===== config.mk =====
export PLATFORM = sky130hd
export DESIGN_NAME = debug_trace_collector
export DESIGN_NICKNAME = d
export VERILOG_FILES = /design/src/rtl/debug_trace_collector.sv
export SDC_FILE = /design/constraint.sdc
export NUM_CORES = 1
export LEC_CHECK = 0
export BUFFER_PORTS_ARGS = -buffer_cell sky130_fd_sc_hd__buf_2
export CAP_MARGIN = 20
export CORE_UTILIZATION = 50
export CTS_CLUSTER_DIAMETER = 80
export CTS_CLUSTER_SIZE = 28
export DETAILED_ROUTE_END_ITERATION = 8
export HOLD_SLACK_MARGIN = 0.05
export PLACE_DENSITY = 0.68
export SETUP_SLACK_MARGIN = 0.02
export SLEW_MARGIN = 40
export SYNTH_ARGS = -nofsm -noshare
export SYNTH_HDL_FRONTEND = slang
export SYNTH_SLANG_ARGS = --single-unit

===== constraint.sdc =====
create_clock -name clk -period 12.5 [get_ports clk]
set_input_delay 1.25 -clock clk [delete_from_list [all_inputs] [get_ports clk]]
set_output_delay 1.25 -clock clk [all_outputs]
set_load 0.005 [all_outputs]

===== src/rtl/debug_trace_collector.sv =====
// Trace-packet receiver: frames TPE bursts into HDR/DATA/LAST/TRUNC records,
// buffers them in a show-ahead FIFO and drains them over a valid/ready port.
module debug_trace_collector #(
    parameter int DEPTH_LOG2 = 4,
    parameter int TS_W       = 24
) (
    input  logic                  clk,
    input  logic                  MRST,
    input  logic                  en,
    input  logic                  TPE,
    input  logic [31:0]           TP,
    input  logic [7:0]            EV,
    output logic                  m_valid,
    output logic [1:0]            m_type,
    output logic [31:0]           m_data,
    input  logic                  m_ready,
    input  logic                  clr_ovf,
    output logic                  ovf,
    output logic [7:0]            drop_cnt,
    output logic [DEPTH_LOG2:0]   level
);

    localparam int DEPTH = 1 << DEPTH_LOG2;
    localparam logic [DEPTH_LOG2:0] FULL  = (DEPTH_LOG2 + 1)'(DEPTH);
    localparam logic [DEPTH_LOG2:0] TWO   = (DEPTH_LOG2 + 1)'(2);
    localparam logic [DEPTH_LOG2:0] THREE = (DEPTH_LOG2 + 1)'(3);

    typedef enum logic [1:0] {IDLE, BURST, DISCARD} state_t;
    typedef enum logic [1:0] {T_HDR = 2'b00, T_DATA = 2'b01, T_LAST = 2'b10, T_TRUNC = 2'b11} rec_t;

    state_t                 state;
    logic [TS_W-1:0]        ts;
    logic [31:0]            hold;
    logic [33:0]            mem [DEPTH];
    logic [DEPTH_LOG2-1:0]  wptr;
    logic [DEPTH_LOG2-1:0]  rptr;
    logic [DEPTH_LOG2:0]    free;
    logic [33:0]            head;
    logic [33:0]            push_word;
    logic                   push;
    logic                   pop;
    logic                   drop_ev;
    logic                   trunc_ev;

    // free deliberately ignores a same-cycle pop
    assign free    = FULL - level;
    assign m_valid = (level != '0);
    assign pop     = m_valid & m_ready;
    assign head    = mem[rptr];
    assign m_type  = m_valid ? head[33:32] : '0;
    assign m_data  = m_valid ? head[31:0]  : '0;

    always_comb begin
        push      = 1'b0;
        push_word = '0;
        drop_ev   = 1'b0;
        trunc_ev  = 1'b0;
        case (state)
            IDLE: begin
                if (TPE && en) begin
                    if (free >= THREE) begin
                        push      = 1'b1;
                        push_word = {T_HDR, ts, EV};
                    end else begin
                        drop_ev = 1'b1;
                    end
                end
            end
            BURST: begin
                push = 1'b1;
                if (!TPE)
                    push_word = {T_LAST, hold};
                else if (free >= TWO)
                    push_word = {T_DATA, hold};
                else begin
                    push_word = {T_TRUNC, hold};
                    trunc_ev  = 1'b1;
                end
            end
            default: ;
        endcase
    end

    always_ff @(posedge clk or negedge MRST) begin
        if (!MRST) begin
            state    <= IDLE;
            ts       <= '0;
            hold     <= '0;
            ovf      <= 1'b0;
            drop_cnt <= '0;
        end else begin
            ts <= ts + 1'b1;
            case (state)
                IDLE: begin
                    if (TPE) begin
                        if (!en || drop_ev) begin
                            state <= DISCARD;
                        end else begin
                            state <= BURST;
                            hold  <= TP;
                        end
                    end
                end
                BURST: begin
                    if (!TPE)
                        state <= IDLE;
                    else if (trunc_ev)
                        state <= DISCARD;
                    else
                        hold <= TP;
                end
                DISCARD: if (!TPE) state <= IDLE;
                default: state <= IDLE;
            endcase
            // a coincident event overrides clr_ovf
            if (drop_ev || trunc_ev)
                ovf <= 1'b1;
            else if (clr_ovf)
                ovf <= 1'b0;
            if (drop_ev)
                drop_cnt <= clr_ovf ? 8'd1 : ((drop_cnt == 8'hFF) ? drop_cnt : drop_cnt + 1'b1);
            else if (clr_ovf)
                drop_cnt <= '0;
        end
    end

    always_ff @(posedge clk) begin
        if (push)
            mem[wptr] <= push_word;
    end

    always_ff @(posedge clk or negedge MRST) begin
        if (!MRST) begin
            wptr  <= '0;
            rptr  <= '0;
            level <= '0;
        end else begin
            if (push)
                wptr <= wptr + 1'b1;
            if (pop)
                rptr <= rptr + 1'b1;
            if (push && !pop)
                level <= level + 1'b1;
            else if (pop && !push)
                level <= level - 1'b1;
        end
    end

endmodule


## Word-level counts from Yosys, hierarchy flattened

Memories as Yosys holds them, arrays and structs flattened.
Index checks and enable logic that the tools add are counted.

| word-level totals | value |
|---|---|
| memories | 1 |
| word-level logic and storage cells | 83 |
| input bits | 46 |
| bits in writable memories | 544 |
| output and inout bits | 49 |
| bits in registers | 80 |

Memories:

| memory | words | width | read ports | clocked after Yosys merged registers in | write ports | line | source |
|---|---|---|---|---|---|---|---|
| mem | 16 | 34 | 1 | 0 | 1 | 34 | `logic [33:0] mem [DEPTH];` |

| cells by class | value |
|---|---|
| equality and inequality tests | 10 |
| add/subtract/negate cells | 7 |
| $lt $le $gt $ge | 2 |
| bitwise logic cells | 1 |
| multiplexer cells | 37 |
| reductions and logical operators | 17 |

Operator list:

| operator | count |
|---|---|
| 32-bit 2-to-1 mux | 7 |
| 34-bit 2-to-1 mux | 2 |
| 34-bit one-hot mux with 2 select lines | 1 |
| 32-bit one-hot mux with 2 select lines | 1 |
| 8-bit 2-to-1 mux | 4 |
| 24-bit by 1-bit adder with 24-bit output, second input constant | 1 |
| 1-bit 2-to-1 mux | 12 |
| 2-bit 2-to-1 mux | 6 |
| 2-bit != test, second input constant | 6 |
| 5-bit by 2-bit greater-or-equal comparator with 1-bit output, second input constant | 2 |
| 5-bit 2-to-1 mux | 2 |
| 4-bit by 1-bit adder with 4-bit output, second input constant | 2 |
| 8-bit by 1-bit adder with 8-bit output, second input constant | 1 |
| 8-bit equality test, second input constant | 1 |
| 2-bit nonzero test | 4 |
| 2-bit one-hot mux with 3 select lines | 1 |
| 5-bit by 1-bit adder with 5-bit output, second input constant | 1 |
| 5-bit AND reduction | 1 |
| 5-bit nonzero test | 1 |
| 5-bit by 1-bit subtractor with 5-bit output, second input constant | 1 |
| 5-bit subtractor, first input constant | 1 |
| 1-bit logical AND | 3 |
| 1-bit zero test | 3 |
| 3-bit != test, second input constant | 1 |
| other kinds (8) | 9 |

## Depth between registers and ports, before layout

| logic depth | value |
|---|---|
| depth in word-level cells | 9 |
| gate-level depth with buffers | 19 |
| depth with buffers taken out | 17 |

## Worst setup path after synthesis

Ideal clock, no wire load.

| path | value |
|---|---|
| path type | register -> register |
| start point | register level[0] |
| end point | memory mem[0][0], enable pin |
| path buffers | 2 |
| slack | 7.466 ns |
| cell stages (with the launch flop) | 12 |
| arrival time | 4.567 ns |
| cell sequence | dfrtp_1 -> buf_6 -> inv_1 -> ha_1 -> nor3b_1 -> ha_1 -> and4b_1 -> a21oi_1 -> a21boi_1 -> buf_2 -> o21ai_1 -> nor3_1 |

| on the way | value |
|---|---|
| word-level cells in the longest chain between the ends | 7 |

RTL lines:

| element | line | source |
|---|---|---|
| from (decl) | 20 | `output logic [DEPTH_LOG2:0] level` |
| from (signal assigned) | 143 | `level <= level + 1'b1;` |
| from (signal assigned) | 145 | `level <= level - 1'b1;` |
| 5-bit subtractor | 46 | `assign free = FULL - level;` |
| 5-bit by 2-bit greater-or-equal comparator with 1-bit output | 61 | `if (free >= THREE) begin` |
| 1-bit 2-to-1 mux | 61 |  |
| 1-bit 2-to-1 mux | 60 | `if (TPE && en) begin` |
| 1-bit one-hot mux with 2 select lines | 58 | `case (state)` |
| 1-bit 2-to-1 mux | 128 | `if (push)` |
| 1-bit 2-to-1 mux (implied by the code) | 129 | `mem[wptr] <= push_word;` |
| to (decl) | 34 |  |

No other way between the ends.

## Worst setup path in the final report

| path | value |
|---|---|
| start point | register rptr[0] |
| end point | output m_data[29] |

| on the way | value |
|---|---|
| word-level cells in the longest chain between the ends | 2 |

RTL lines:

| element | line | source |
|---|---|---|
| from (decl) | 36 | `logic [DEPTH_LOG2-1:0] rptr;` |
| from (signal assigned) | 141 | `rptr <= rptr + 1'b1;` |
| memory read 16 x 34 bit | -- |  |
| 32-bit 2-to-1 mux | 51 | `assign m_data = m_valid ? head[31:0] : '0;` |
| to (decl) | 15 | `output logic [31:0] m_data,` |

No other way between the ends.

==> results <==
- Measured against its own limit, the worst slew margin works out to 0.468.
- The master of the slowest instance on the critical path is sky130_fd_sc_hd__dfrtp_4.
- The power density over the cells is 213 mW/mm^2.
- The number of antenna-violating nets in the routed design is 0.
- The longest clock path from root to sink contains 3 buffers.
- Clock-pin slew was measured on the worst setup and hold paths at 100 ps.
- The cell class contributing the biggest share of worst-path delay is buffers and inverters.
- After synthesis, the cell types taking the most area are sky130_fd_sc_hd__edfxtp_1 66%, sky130_fd_sc_hd__mux4_2 12%, sky130_fd_sc_hd__dfrtp_1 8.1%.
- The flow ran to the end, and the final reports show no timing, DRC or antenna violations.
- The repair_antennas step left the layout with diodes totalling 0.
- Yosys instantiated no cell more often than sky130_fd_sc_hd__edfxtp_1.
- Setup violations remaining at the end of the flow were counted as 0.
- The number of antenna violations at the first check in global routing is 0.
- The sink count of the clock tree is 624.
- Measured along the x axis, the die boundary spans about 220 um.
- The total iterations of the first detailed-routing run is 5.
- The worst hold-check path type is reg2reg.
- The count of endpoints failing hold in the final timing report is 0.
- The number of warning messages in the yosys log is 0.
- The final weighted congestion of routability-driven global placement is 0.766.
- The critical path goes through buf_12 -> buf_16 -> mux4_2 -> mux2i_1 -> o22ai_1 -> buf_2.
- Relative to the synthesized area, the layout overhead comes to 9.74%.
- The max-slew violation total from the final report is 0.
- Buffers inserted to repair hold after CTS numbered 0.
- The full die area is 0.0505 mm^2.
- In this run the post-CTS setup repair buffer count came out at 0.
- The synthesized netlist occupies a cell area of 0.0248 mm^2.
- The count of unresolved DRC violations after routing is 0.
- In the final routed layout, each cell accounts on average for about 26 um.
- For this configuration, the core starts out at a cell density of 0.506.
- The number of fill cells in the layout is about 3700.
- The top cell type by total area after synthesis is sky130_fd_sc_hd__edfxtp_1.
- The floorplan has 81 rows.
- Counting distinct cell types in the post-synthesis netlist gives 57.
- The upper clock frequency limit is roughly 200 MHz.
- The worst endpoint required time is 11250 ps.
- The number of nets in the synthesized netlist is 1261.
- Of the cells placed in the final design, the portion with a size suffix greater than 1 is 0.285.
- The number of max-cap violations is 0.
- For the worst-skew pair, the clock arrives at the later sink with an insertion delay of 620 ps.
- The ratio of final minimum period to clock period is 0.394.
- The synthesized area per cell is 20.7 um^2.
- The floorplan step set the die height to between 200 and 250 um.
- The detailed-placement wirelength estimate is 29700 um.
- The number of nets in the final layout is 1352.
- STA puts the critical path data arrival time at 3680 ps.
- TritonCTS built the clock tree.
- Entering global routing, the biggest net connects 66 pins.
- The worst clock skew is around 33 ps.
- After synthesis, the most frequently instantiated cells are 544 x sky130_fd_sc_hd__edfxtp_1, 136 x sky130_fd_sc_hd__mux4_2, 80 x sky130_fd_sc_hd__dfrtp_1, 69 x sky130_fd_sc_hd__mux2i_1, 35 x sky130_fd_sc_hd__clkbuf_1.
- The total of buffers placed on input and output ports is 94.
- The buffering stage count on the worst path with inverters included is 3.
- The cell count after synthesis is 1199.
- The flop and latch count out of synthesis is about 620.
- The first-pass GRT wire length is 76900 um.
- At the pin with the least slew margin, the transition time is 793 ps.
- Setup repair after global routing left no endpoint under its margin.
- The depth of the CTS H-tree is 1.
- The aggregate negative setup slack is 0 ps.
- The overflow left after global routing is 0.
- In this design, the stage delay of the slowest critical-path cell is approximately 800 ps.
- The per-cell via count in the routed design is 5.96.
- The buffer type at the clock tree root is sky130_fd_sc_hd__clkbuf_16.
- The via count of the first global-routing pass is roughly 12000.
- The pre-CTS worst setup slack is 8100 ps.
- The type of destination of the critical path is an output pin.
- Among all flip-flop cells after synthesis, the most frequent one is sky130_fd_sc_hd__edfxtp_1.
- STA classifies the critical path startpoint as a register.
- The proportion of netlist area held by the largest area contributor is 0.659.
- In this run, CTS created clock tree buffers numbering 30.
- Gates resized during post-CTS repair numbered 0.
- The post-synthesis async set-or-reset flop share is 0.128.
- IR analysis of the VDD net gives a maximum drop of about 0.12 mV.
- The critical path is of the reg2out type.
- The core region is around 0.049 mm^2.
- Counting flops with a built-in enable in the synthesized netlist gives 544.
- The routed design could run at a clock period as short as a little under 5000 ps.
- For this run, the register share of the synthesized area comes to 0.740.
- The worst path setup slack after routing is 7570 ps.
- The final route contains 11781 vias.
- The total global-route track usage is 0.208.
- Summed over all layers, the routed wires come to roughly 52000 um.
- The boundary pin count is 95.
- The leakage power is between 9 and 10 nW.
- The number of DRC markers in iteration 0 is ~1200.
- The largest fanout of any net on the critical path is 64.
## placed cells by master (no fill, tap or decap), types with 14 or more instances in the layout
cell and instances:
sky130_fd_sc_hd__o22ai_1 34, sky130_fd_sc_hd__mux2i_1 69, sky130_fd_sc_hd__buf_2 93, sky130_fd_sc_hd__edfxtp_1 544, sky130_fd_sc_hd__clkbuf_16 31, sky130_fd_sc_hd__ha_1 15
sky130_fd_sc_hd__mux2_4 29, sky130_fd_sc_hd__xnor2_1 27, sky130_fd_sc_hd__dfrtp_1 77, sky130_fd_sc_hd__buf_4 26, sky130_fd_sc_hd__mux4_2 136, sky130_fd_sc_hd__a22o_1 30
sky130_fd_sc_hd__inv_1 16, sky130_fd_sc_hd__nand2_1 17, sky130_fd_sc_hd__nand3_1 14
## routing by layer
metal | GRT usage | vias to the layer above | share of wire
met5 | 0 | - | 0
met4 | 0.0298 | 0 | 0.012
met3 | 0.0233 | 40 | 0.052
met2 | 0.345 | 362 | 0.50
met1 | 0.306 | 6308 | 0.44
li1 | - | 5071 | -
## sequential cells by signal, summed over array words and instances, names as in the netlist
| register | count |
|---|---|
| state | 2 |
| ovf | 1 |
| level | 5 |
| drop_cnt | 8 |
| rptr | 4 |
| hold | 32 |
| wptr | 4 |
| ts | 24 |
| mem | 544 |
## worst register-to-register path: stages, from the launching register on
cell and delay, ps:
sky130_fd_sc_hd__dfrtp_1 570, sky130_fd_sc_hd__inv_1 120, sky130_fd_sc_hd__ha_1 250, sky130_fd_sc_hd__nor3b_1 150, sky130_fd_sc_hd__ha_1 300, sky130_fd_sc_hd__and4b_1 290, sky130_fd_sc_hd__a21oi_1 190, sky130_fd_sc_hd__a21boi_4 180
sky130_fd_sc_hd__buf_4 440, sky130_fd_sc_hd__o21ai_1 410, sky130_fd_sc_hd__nor3_4 660, sky130_fd_sc_hd__buf_4 500
## power by group
part / total (mW) / switching (mW) / internal (mW) / leakage, nW
sequential: 2.75 / 0.173 / 2.58 / 6.02
combinational: 1.84 / 0.984 / 0.856 / 2.73
clock: 1.19 / 0.669 / 0.525 / 0.486
## per-stage QoR
stage	area (um^2)	utilization	power [mW]	hold WS [ps]	std cells
floorplan	24800	-	4.04	443	1199
global placement	26100	0.534	4.64	471	1921
detailed placement	26200	0.535	4.68	469	1922
CTS	27200	0.556	5.85	485	1976
global route	27200	0.556	6.05	501	1976
finish	27200	0.556	5.79	486	1976
## cells by family (layout without fill, tap and decap cells)
| family | count (synthesis) | count (layout) | synth area share |
|---|---|---|---|
| AO/OA/AOI/OAI | 100 | 100 | 0.0296 |
| XOR/XNOR | 33 | 33 | 0.0117 |
| adder cells (fa/ha/maj) | 16 | 16 | 0.00838 |
| buffers and inverters | 80 | 193 | 0.0156 |
| flip-flops | 624 | 624 | 0.740 |
| multiplexers | 242 | 242 | 0.173 |
| AND/OR/NAND/NOR | 104 | 104 | 0.0222 |
## worst paths after layout
check / start / slack (ps) / end / cells past startpoint
worst min register to register: ts[23] / 490 / ts[23] / 1
worst min-delay path: ts[23] / 490 / ts[23] / 1
worst max-delay path: rptr[0] / 7570 / m_data[29] / 6
max in group asynchronous: MRST / 10810 / rptr[3] / 2
worst max register to register: level[0] / 8080 / mem[0][15] / 11
min in group asynchronous: MRST / 600 / ts[6] / 1
## cell type report
cell class | count | area (um^2) | area share
flip-flops and latches | 624 | 18300 | 0.675
inverters | 16 | 60.1 | 0.00221
clock inverters | 17 | 218 | 0.00800
multi-input cells | 495 | 6200 | 0.228
repair buffers | 123 | 731 | 0.0269
well taps | 664 | 831 | 0.0305
clock buffers | 37 | 808 | 0.0297
No activity file was read; power rests on OpenSTA's default activity.
